[src/rtl/ex_muldiv_pkg.sv]
// Shared constants and helpers for the RV32M multiply/divide unit in EX.
// Operand width, register-address width and funct3 encodings live here.
package ex_muldiv_pkg;

    localparam int RDATA_WIDTH = 32;
    localparam int RADDR_WIDTH = 5;

    localparam logic [2:0] MD_MUL    = 3'b000;
    localparam logic [2:0] MD_MULH   = 3'b001;
    localparam logic [2:0] MD_MULHSU = 3'b010;
    localparam logic [2:0] MD_MULHU  = 3'b011;
    localparam logic [2:0] MD_DIV    = 3'b100;
    localparam logic [2:0] MD_DIVU   = 3'b101;
    localparam logic [2:0] MD_REM    = 3'b110;
    localparam logic [2:0] MD_REMU   = 3'b111;

    localparam logic                   WRITE_ENABLE = 1'b1;
    localparam logic [RADDR_WIDTH-1:0] ZERO_REG     = 5'd0;

    // Conditional two's-complement negation, used for magnitudes and sign fix-up.
    function automatic logic [RDATA_WIDTH-1:0] twos_neg(input logic [RDATA_WIDTH-1:0] v,
                                                        input logic                   en);
        logic [RDATA_WIDTH-1:0] r;
        if (en) begin
            r = ~v + {{(RDATA_WIDTH-1){1'b0}}, 1'b1};
        end else begin
            r = v;
        end
        return r;
    endfunction

endpackage

[src/rtl/ex_div_core.sv]
// Iterative restoring divider on unsigned magnitudes: one quotient bit per cycle.
// quot/rem carry the final step's result combinationally while done is high.
module ex_div_core #(
    parameter int XLEN = 32
) (
    input  logic            clk,
    input  logic            rst,
    input  logic            start,
    input  logic [XLEN-1:0] dividend,
    input  logic [XLEN-1:0] divisor,
    input  logic            flush,
    output logic            done,
    output logic [XLEN-1:0] quot,
    output logic [XLEN-1:0] rem
);

    localparam int CW = $clog2(XLEN);

    logic            busy_r;
    logic [CW-1:0]   cnt_r;
    logic [XLEN-1:0] dvd_r;
    logic [XLEN-1:0] dvs_r;
    logic [XLEN-1:0] rem_r;

    logic [XLEN:0]   shift_s;
    logic            qbit_s;
    logic [XLEN-1:0] rem_n_s;

    // One restoring step: shift in the next dividend bit and subtract if it fits.
    always_comb begin
        shift_s = {rem_r, dvd_r[XLEN-1]};
        qbit_s  = shift_s[XLEN] | (shift_s[XLEN-1:0] >= dvs_r);
        if (qbit_s) begin
            rem_n_s = shift_s[XLEN-1:0] - dvs_r;
        end else begin
            rem_n_s = shift_s[XLEN-1:0];
        end
    end

    assign done = busy_r & (cnt_r == {CW{1'b0}});
    assign quot = {dvd_r[XLEN-2:0], qbit_s};
    assign rem  = rem_n_s;

    // Iteration state; dvd_r turns into the quotient as its bits shift out.
    always_ff @(posedge clk) begin
        if (rst || flush) begin
            busy_r <= 1'b0;
            cnt_r  <= {CW{1'b0}};
            dvd_r  <= {XLEN{1'b0}};
            dvs_r  <= {XLEN{1'b0}};
            rem_r  <= {XLEN{1'b0}};
        end else if (start) begin
            busy_r <= 1'b1;
            cnt_r  <= CW'(XLEN - 1);
            dvd_r  <= dividend;
            dvs_r  <= divisor;
            rem_r  <= {XLEN{1'b0}};
        end else if (busy_r) begin
            dvd_r  <= {dvd_r[XLEN-2:0], qbit_s};
            rem_r  <= rem_n_s;
            cnt_r  <= cnt_r - {{(CW-1){1'b0}}, 1'b1};
            busy_r <= ~done;
        end else begin
            busy_r <= busy_r;
        end
    end

endmodule

[src/rtl/ex_muldiv.sv]
// RV32M multiply/divide unit in EX: stalls the pipeline while working and
// returns one registered writeback beat per accepted op.
module ex_muldiv
    import ex_muldiv_pkg::*;
#(
    parameter int XLEN = RDATA_WIDTH
) (
    input  logic                   clk,
    input  logic                   rst,
    input  logic                   start_i,
    input  logic [2:0]             funct3_i,
    input  logic [XLEN-1:0]        op1_i,
    input  logic [XLEN-1:0]        op2_i,
    input  logic [RADDR_WIDTH-1:0] waddr_i,
    input  logic                   flush_i,
    output logic                   stall_req_o,
    output logic                   busy_o,
    output logic                   valid_o,
    output logic [XLEN-1:0]        result_o,
    output logic                   reg_we_o,
    output logic [RADDR_WIDTH-1:0] reg_waddr_o
);

    typedef enum logic [1:0] {
        ST_IDLE = 2'd0,
        ST_MUL  = 2'd1,
        ST_DIV  = 2'd2,
        ST_DONE = 2'd3
    } state_t;

    localparam logic [XLEN-1:0] ALL_ONES = {XLEN{1'b1}};
    localparam logic [XLEN-1:0] ZERO_W   = {XLEN{1'b0}};
    localparam logic [XLEN-1:0] INT_MIN  = {1'b1, {(XLEN-1){1'b0}}};

    state_t                 state_r, state_n;
    logic [2:0]             funct3_r;
    logic [XLEN-1:0]        op1_r, op2_r;
    logic [RADDR_WIDTH-1:0] waddr_r;
    logic                   valid_r, valid_n;
    logic [XLEN-1:0]        result_r, result_n;
    logic [RADDR_WIDTH-1:0] out_waddr_r, out_waddr_n;

    logic                   accept_s;
    logic                   ovf_s;
    logic                   div_start_s;
    logic                   div_signed_s;
    logic                   div_done_s;
    logic [XLEN-1:0]        div_quot_s, div_rem_s;
    logic                   a_sign_s, b_sign_s;
    logic [2*XLEN-1:0]      prod_s;
    logic [XLEN-1:0]        mul_res_s;
    logic [XLEN-1:0]        div_res_s;

    assign accept_s     = (state_r == ST_IDLE) & start_i & ~flush_i;
    assign div_signed_s = ~funct3_i[0];
    assign ovf_s        = div_signed_s & (op1_i == INT_MIN) & (op2_i == ALL_ONES);

    ex_div_core #(.XLEN(XLEN)) u_div (
        .clk      (clk),
        .rst      (rst),
        .start    (div_start_s),
        .dividend (twos_neg(op1_i, div_signed_s & op1_i[XLEN-1])),
        .divisor  (twos_neg(op2_i, div_signed_s & op2_i[XLEN-1])),
        .flush    (flush_i),
        .done     (div_done_s),
        .quot     (div_quot_s),
        .rem      (div_rem_s)
    );

    // Operand extension per multiply flavour; the low product word is sign-agnostic.
    always_comb begin
        a_sign_s = 1'b0;
        b_sign_s = 1'b0;
        case (funct3_r)
            MD_MULH: begin
                a_sign_s = op1_r[XLEN-1];
                b_sign_s = op2_r[XLEN-1];
            end
            MD_MULHSU: a_sign_s = op1_r[XLEN-1];
            default:   a_sign_s = 1'b0;
        endcase
        prod_s = {{XLEN{a_sign_s}}, op1_r} * {{XLEN{b_sign_s}}, op2_r};
        if (funct3_r == MD_MUL) begin
            mul_res_s = prod_s[XLEN-1:0];
        end else begin
            mul_res_s = prod_s[2*XLEN-1:XLEN];
        end
    end

    // Sign fix-up: quotient negative iff signs differ, remainder follows the dividend.
    always_comb begin
        case (funct3_r)
            MD_DIV:  div_res_s = twos_neg(div_quot_s, op1_r[XLEN-1] ^ op2_r[XLEN-1]);
            MD_DIVU: div_res_s = div_quot_s;
            MD_REM:  div_res_s = twos_neg(div_rem_s, op1_r[XLEN-1]);
            MD_REMU: div_res_s = div_rem_s;
            default: div_res_s = ZERO_W;
        endcase
    end

    // Next-state and next writeback beat; the beat is registered on entry to DONE.
    always_comb begin
        state_n     = state_r;
        valid_n     = 1'b0;
        result_n    = ZERO_W;
        out_waddr_n = ZERO_REG;
        div_start_s = 1'b0;
        case (state_r)
            ST_IDLE: begin
                if (!accept_s) begin
                    state_n = ST_IDLE;
                end else if (!funct3_i[2]) begin
                    state_n = ST_MUL;
                end else if (op2_i == ZERO_W) begin
                    state_n     = ST_DONE;
                    valid_n     = 1'b1;
                    result_n    = funct3_i[1] ? op1_i : ALL_ONES;
                    out_waddr_n = waddr_i;
                end else if (ovf_s) begin
                    state_n     = ST_DONE;
                    valid_n     = 1'b1;
                    result_n    = funct3_i[1] ? ZERO_W : op1_i;
                    out_waddr_n = waddr_i;
                end else begin
                    state_n     = ST_DIV;
                    div_start_s = 1'b1;
                end
            end
            ST_MUL: begin
                if (flush_i) begin
                    state_n = ST_IDLE;
                end else begin
                    state_n     = ST_DONE;
                    valid_n     = 1'b1;
                    result_n    = mul_res_s;
                    out_waddr_n = waddr_r;
                end
            end
            ST_DIV: begin
                if (flush_i) begin
                    state_n = ST_IDLE;
                end else if (div_done_s) begin
                    state_n     = ST_DONE;
                    valid_n     = 1'b1;
                    result_n    = div_res_s;
                    out_waddr_n = waddr_r;
                end else begin
                    state_n = ST_DIV;
                end
            end
            ST_DONE: state_n = ST_IDLE;
            default: state_n = ST_IDLE;
        endcase
    end

    // State, latched operands and the registered writeback beat.
    always_ff @(posedge clk) begin
        if (rst) begin
            state_r     <= ST_IDLE;
            funct3_r    <= 3'b000;
            op1_r       <= ZERO_W;
            op2_r       <= ZERO_W;
            waddr_r     <= ZERO_REG;
            valid_r     <= 1'b0;
            result_r    <= ZERO_W;
            out_waddr_r <= ZERO_REG;
        end else begin
            state_r     <= state_n;
            valid_r     <= valid_n;
            result_r    <= result_n;
            out_waddr_r <= out_waddr_n;
            if (accept_s) begin
                funct3_r <= funct3_i;
                op1_r    <= op1_i;
                op2_r    <= op2_i;
                waddr_r  <= waddr_i;
            end else if (flush_i) begin
                funct3_r <= 3'b000;
                op1_r    <= ZERO_W;
                op2_r    <= ZERO_W;
                waddr_r  <= ZERO_REG;
            end else begin
                funct3_r <= funct3_r;
            end
        end
    end

    assign valid_o     = valid_r;
    assign reg_we_o    = valid_r & WRITE_ENABLE;
    assign result_o    = result_r;
    assign reg_waddr_o = out_waddr_r;
    assign busy_o      = (state_r != ST_IDLE);
    assign stall_req_o = ((state_r == ST_IDLE) & start_i) | (state_r == ST_MUL) | (state_r == ST_DIV);

endmodule

[config.mk]
export PLATFORM = sky130hd
export DESIGN_NAME = ex_muldiv
export DESIGN_NICKNAME = d
export VERILOG_FILES = /design/src/rtl/ex_muldiv_pkg.sv /design/src/rtl/ex_div_core.sv /design/src/rtl/ex_muldiv.sv
export SDC_FILE = /design/constraint.sdc
export NUM_CORES = 2
export LEC_CHECK = 0
export ABC_AREA = 1
export CAP_MARGIN = 10
export CORE_MARGIN = 2
export CORE_UTILIZATION = 50
export CTS_CLUSTER_SIZE = 40
export DETAILED_ROUTE_END_ITERATION = 8
export PLACE_DENSITY = 0.66
export SLEW_MARGIN = 20
export SYNTH_ARGS = -nofsm -noshare
export SYNTH_HDL_FRONTEND = slang
export SYNTH_SLANG_ARGS = --single-unit
[constraint.sdc]
create_clock -name clk -period 15.79 [get_ports clk]
set_input_delay 2.3685 -clock clk [delete_from_list [all_inputs] [get_ports clk]]
set_output_delay 2.3685 -clock clk [all_outputs]
set_load 0.02 [all_outputs]
---- Word level (Yosys, flattened, before mapping) ----
Index checks and enable logic that the tools add are counted.
operators by class
  add/sub/neg operators ................... 6
  $mul .................................... 1
  $lt $le $gt $ge ......................... 1
  equal/unequal tests ..................... 11
  multiplexer cells ....................... 60
  bitwise gates (word level) .............. 18
  reduce and logical (&&, ||, !) cells .... 10
operators with widths
  cell                                                                 number
  32-bit 2-to-1 mux                                                    20
  32-bit by 1-bit adder with 32-bit output (second input constant)     4
  32-bit NOT                                                           4
  32-bit case mux with 4 select lines                                  1
  32-bit case mux with 3 select lines                                  1
  32-bit == test (second input constant)                               2
  33-bit by 33-bit multiplier with 64-bit output                       1
  5-bit 2-to-1 mux                                                     10
  32-bit greater-or-equal comparator                                   1
  32-bit zero test                                                     1
  32-bit subtractor                                                    1
  1-bit 2-to-1 mux                                                     19
  5-bit case mux with 3 select lines                                   1
  3-bit == test (second input constant)                                4
  2-bit 2-to-1 mux                                                     4
  2-bit case mux with 4 select lines                                   1
  1-bit bitwise AND                                                    7
  3-bit 2-to-1 mux                                                     2
  2-bit nonzero test                                                   3
  5-bit zero test                                                      1
  5-bit by 1-bit subtractor with 5-bit output (second input constant)  1
  2-bit == test (second input constant)                                2
  2-bit OR reduction                                                   2
  3-bit by 1-bit == test with 1-bit output (second input constant)     1
  9 further kinds                                                      13
word-level totals
  register bits ........................... 214
  input port bits ......................... 76
  output and inout port bits .............. 41
  word-level logic and storage cells ...... 120

---- Logic depth before layout (Yosys ltp) ----
  depth after elaboration ................. 10
  mapped depth ............................ 38
  depth with buffers taken out ............ 36

---- Cells and area by module ----
Synthesis repeated with hierarchy kept, for this count alone.
second synthesis, totals
  cells, all modules ...................... 7879
  area, all modules ....................... 56384.1 um^2
by module, submodules not included
  module       instances  cells an instance  area an instance (um^2)  seq. area each (um^2)
  ex_muldiv    1          6688               49145.9                  2242.2
  ex_div_core  1          1191               7238.2                   2042.0

---- Least setup slack after synthesis ----
No wires, ideal clock.
  path kind ............................... reg2reg
  from .................................... register funct3_r[2]
  to ...................................... register result_r[23] (netlist: result_o[23])
  library setup time ...................... 0.070 ns
  data arrival time ....................... 8.023 ns
  data required time ...................... 15.720 ns
  slack ................................... 7.697 ns
  stages on the path, launching flop included .. 31
  period minus slack after synthesis ...... 8.093 ns
  cell sequence ........................... dfxtp_1 clkinv_1 nand4_1 clkbuf_1 nor2_1 fa_1 inv_1 fa_1 inv_1 fa_1 inv_1 fa_1 inv_1 fa_1 fa_1 fa_1 inv_1 fa_1 inv_1 ha_1 nand2_1 nor2_1 inv_1 nor3_1 nand2_1 o211ai_1 a21oi_1 or2_2 nand3_1 a21oi_1 a21oi_1
between the ends
  longest elaborated chain between the ends .. 7
  elaborated cells between the ends (all ways) .. 17
  classes of those cells .................. mul: 1; eq/ne: 6; mux: 8; reduce/logical: 2
RTL lines
  element                                                                                               RTL line          text
  start: declaration                                                                                    ex_muldiv.sv:36   logic [2:0] funct3_r;
  start signal: assignment                                                                              ex_muldiv.sv:173  funct3_r <= funct3_i;
  start signal: assignment                                                                              ex_muldiv.sv:183  funct3_r <= funct3_r;
  3-bit by 2-bit == test with 1-bit output or 3-bit by 1-bit == test with 1-bit output (tied branches)  ex_muldiv.sv:74   case (funct3_r)
  2-bit OR reduction (no source line)                                                                   n/a
  1-bit 2-to-1 mux                                                                                      ex_muldiv.sv:74
  33-bit by 33-bit multiplier with 64-bit output                                                        ex_muldiv.sv:82   prod_s = {{XLEN{a_sign_s}}, op1_r} * {{XLEN{b_sign_s}}, op2_r};
  32-bit 2-to-1 mux                                                                                     ex_muldiv.sv:83   if (funct3_r == MD_MUL) begin
  32-bit 2-to-1 mux                                                                                     ex_muldiv.sv:130  if (flush_i) begin
  32-bit case mux with 3 select lines (*)                                                               ex_muldiv.sv:108  case (state_r)
  end signal: assignment                                                                                ex_muldiv.sv:170  result_r <= result_n;
  end: declaration                                                                                      ex_muldiv.sv:40   logic [XLEN-1:0] result_r, result_n;
Every way passes the cells marked *; elsewhere a longest branch is shown, timed or not.
A chain may end at the register's enable or synchronous reset.

---- Worst setup path in the final report ----
  from .................................... register op1_r[31]
  to ...................................... register result_r[23] (netlist: result_o[23])
between the ends
  longest elaborated chain between the ends .. 6
  elaborated cells between the ends (all ways) .. 11
  classes of those cells .................. mul: 1; mux: 9; bitwise: 1
RTL lines
  element                                                                                                 RTL line          text
  start: declaration                                                                                      ex_muldiv.sv:37   logic [XLEN-1:0] op1_r, op2_r;
  start signal: assignment                                                                                ex_muldiv.sv:174  op1_r <= op1_i;
  parallel branches: the longest is 5 deep, another holds 33-bit by 33-bit multiplier with 64-bit output  n/a
  32-bit case mux with 3 select lines (*)                                                                 ex_muldiv.sv:108
Every way passes the cells marked *.

==> results.ini <==
[die]
io_pins=117
num_rows=121
core_um2=109000
dieArea_um2=112000
dieWidth_um=335
start_util_pct=50.4
dieHeight_um=335

[worst_hold_path]
worst_hold_startpoint=op2_r[20]
min_to=op2_r[20]
min_path_type=flip-flop to flip-flop
hold-path-cell-count=2

[routing]
vias=48100
drc=0
drt_iter0_drc=4642
drt.antenna.violating_nets=0
via_per_inst=5.49
wirelength_um=190000
post_drt_wl_per_cell_um=21.6
drtPass1Iterations=6

[clock_network]
cts_root_buf=clkbuf_16
numCtsBuffers=26
cts-hold-fix-buffers=0
clkLatencyLatePin_ns=0.59
ctsResizeCount=0
cts_tree=yes
postCtsSetupRepairBufs=0
path_clk_slew_ns=0.07
cts_num_sinks=214
clockBufferDepth=3
htree_num_levels=1

[logic_synthesis]
yosysUniqueCellTypes=55
syn_area_per_cell_um2=7.34
yosysWarnings=0
syn-cell-area_um2=54900
async_flop_share_pct=0
synth_edf_count=0
synth_ff_type=dfxtp_1
synthCells=7471
syn-num-nets=8924
yosysSeqAreaShare_pct=7.81
ys_ff_latch=214

[final_layout]
area_growth_syn_to_layout_pct=5.63
final_cell_mix=1948 x inv_1, 1922 x nand2_1, 1125 x fa_1
fin_nets=8784
final_common_cell=inv_1
fin_area_um2=58000
drive_gt1_share_pct=3.33

[timing]
period_needed_ns=9.44
clock.fmax_mhz=106
fin_tns_setup_ns=0
setup_violations=0
finalCritPeriodShare_pct=59.8
rsz0062_at_grt=no
worst_pin_slew_ns=1.11
slew-limit-headroom_pct=26.3
hold_violations=0
fin_skew_ns=0.0263
slew_viol_final=0

[setup_path]
cp.required_ns=16.29
crit_path_start_kind=flip-flop
critPathCaptureType=flip-flop
slowest_stage=fa_1
worst-setup-path-type=flip-flop to flip-flop
r2r_cells=29
max_stage_delay_ns=0.80
critPathMaxFanout=28
r2r_slack_ns=6.35
r2r_end=result_o[23]
reg2reg_from=op1_r[31]
worstPathArrival_ns=9.93

[grt]
grt_overflow=0
grt_pass1_vias=49000
grt_pass1_wl_um=294000
antenna_found_initial=4
grt_usage_pct=34.4
grt_max_degree=87

[placed_design]
routabilityCongestion=1.00
dpl_cell_area_um2=57000
hpwl_um=149000
numPortBuffers=116

[power]
power.density_nw_per_um2=37.1
vdd_drop_max_mv=0.0828
p_leak_nw=29.2

[outcome]
run_status=complete, no violations

[flow_run]
drv_cap=0

==> cells in the mapped netlist (all sizes together), types with 14 or more instances <==
library cell  count  area share, %
nand4            51           0.59
nand3b           17           0.23
xnor2            39           0.62
fa             1126             41
nand2          1955             14
ha              251            5.7
or2              15           0.17
dfxtp           214            7.8
buf              29           0.36
inv            1958             13
clkbuf          352            2.4
a31oi            51           0.58
a21oi           368            3.4
o21ai           238            2.2
nor2            365            2.6
o211ai           31           0.42
xor2             74            1.2
nor3             59           0.60
o21bai           14           0.19
nand3           161            1.5
==> per-stage QoR <==
step | setup slack (ns) | power, W | cells | hold WS, ns | utilization, %
3_5_place_dp | 6.18 | 0.00148 | 8717 | 0.454 | 52.4
6_report | 6.35 | 0.00215 | 8765 | 0.460 | 53.2
4_1_cts | 6.16 | 0.00213 | 8763 | 0.463 | 53.2
3_3_place_gp | 6.39 | 0.00148 | 8717 | 0.448 | 52.4
5_1_grt | 5.79 | 0.00225 | 8763 | 0.477 | 53.2
2_1_floorplan | 7.70 | 0.00118 | 7471 | 0.433 | -
==> per-layer routing <==
layer | up-vias | GRT usage [%] | part of all wire [%]
li1 | 21500 | - | -
met1 | 23800 | 48.4 | 41
met2 | 2398 | 53.4 | 44
met3 | 486 | 5.79 | 10
met4 | 0 | 12.6 | 4.5
met5 | - | 0 | 0
==> how the worst max path moves through the flow <==
stage	slack [ns]	cells after the start	end	startpoint
after detailed placement	6.18	29	result_o[23]	op1_r[31]
final	6.35	29	result_o[23]	op1_r[31]
after global placement	6.39	30	result_o[26]	op1_r[31]
after global routing	5.79	33	result_o[31]	op1_r[31]
after floorplan	7.70	30	result_o[23]	funct3_r[2]
after CTS	6.16	29	result_o[26]	op1_r[31]
==> flip-flops by register name, summed over array words and instances, names as in the netlist, 5 cells and up <==
| register | count |
|---|---|
| waddr_r | 5 |
| result_o | 32 |
| u_div.dvd_r | 32 |
| op2_r | 32 |
| op1_r | 32 |
| reg_waddr_o | 5 |
| u_div.rem_r | 32 |
| u_div.dvs_r | 32 |
| u_div.cnt_r | 5 |
==> area by class of cell <==
| class | count | area, µm² |
|---|---|---|
| fill | 10600 | 50900 |
| multi-input combinational | 4912 | 41700 |
| inverter | 1964 | 7370 |
| sequential | 214 | 4290 |
| timing repair buffer | 213 | 1890 |
| tap | 1414 | 1770 |
| clock buffer | 39 | 790 |
| clock inverter | 7 | 116 |
| antenna | 2 | 5.00 |
==> power breakdown <==
group | switching [W] | internal (W) | leakage (nW) | total (W)
Sequential | 0.0000144 | 0.000551 | 1.73 | 0.000566
Combinational | 0.000682 | 0.000248 | 27.0 | 0.000931
Clock | 0.000275 | 0.000379 | 0.442 | 0.000653
Total | 0.000971 | 0.00118 | 29.2 | 0.00215
==> worst max-delay path, delay by kind of cell, from the launching register on <==
kind            cells  cell delay [ns]
compound gates      4             0.69
fa+ha+maj           9             4.93
buf+inv             8             1.63
flops               1             0.78
simple gates        8             1.30
==> cell families after synthesis <==
group                    synth area share (%)
AO/OA/AOI/OAI                            7.80
XOR/XNOR                                 1.80
adder cells (fa/ha/maj)                  46.8
buffers and inverters                    16.2
flip-flops                               7.81
AND/OR/NAND/NOR                          19.6
Note: power is estimated with default switching activity, not from simulation.
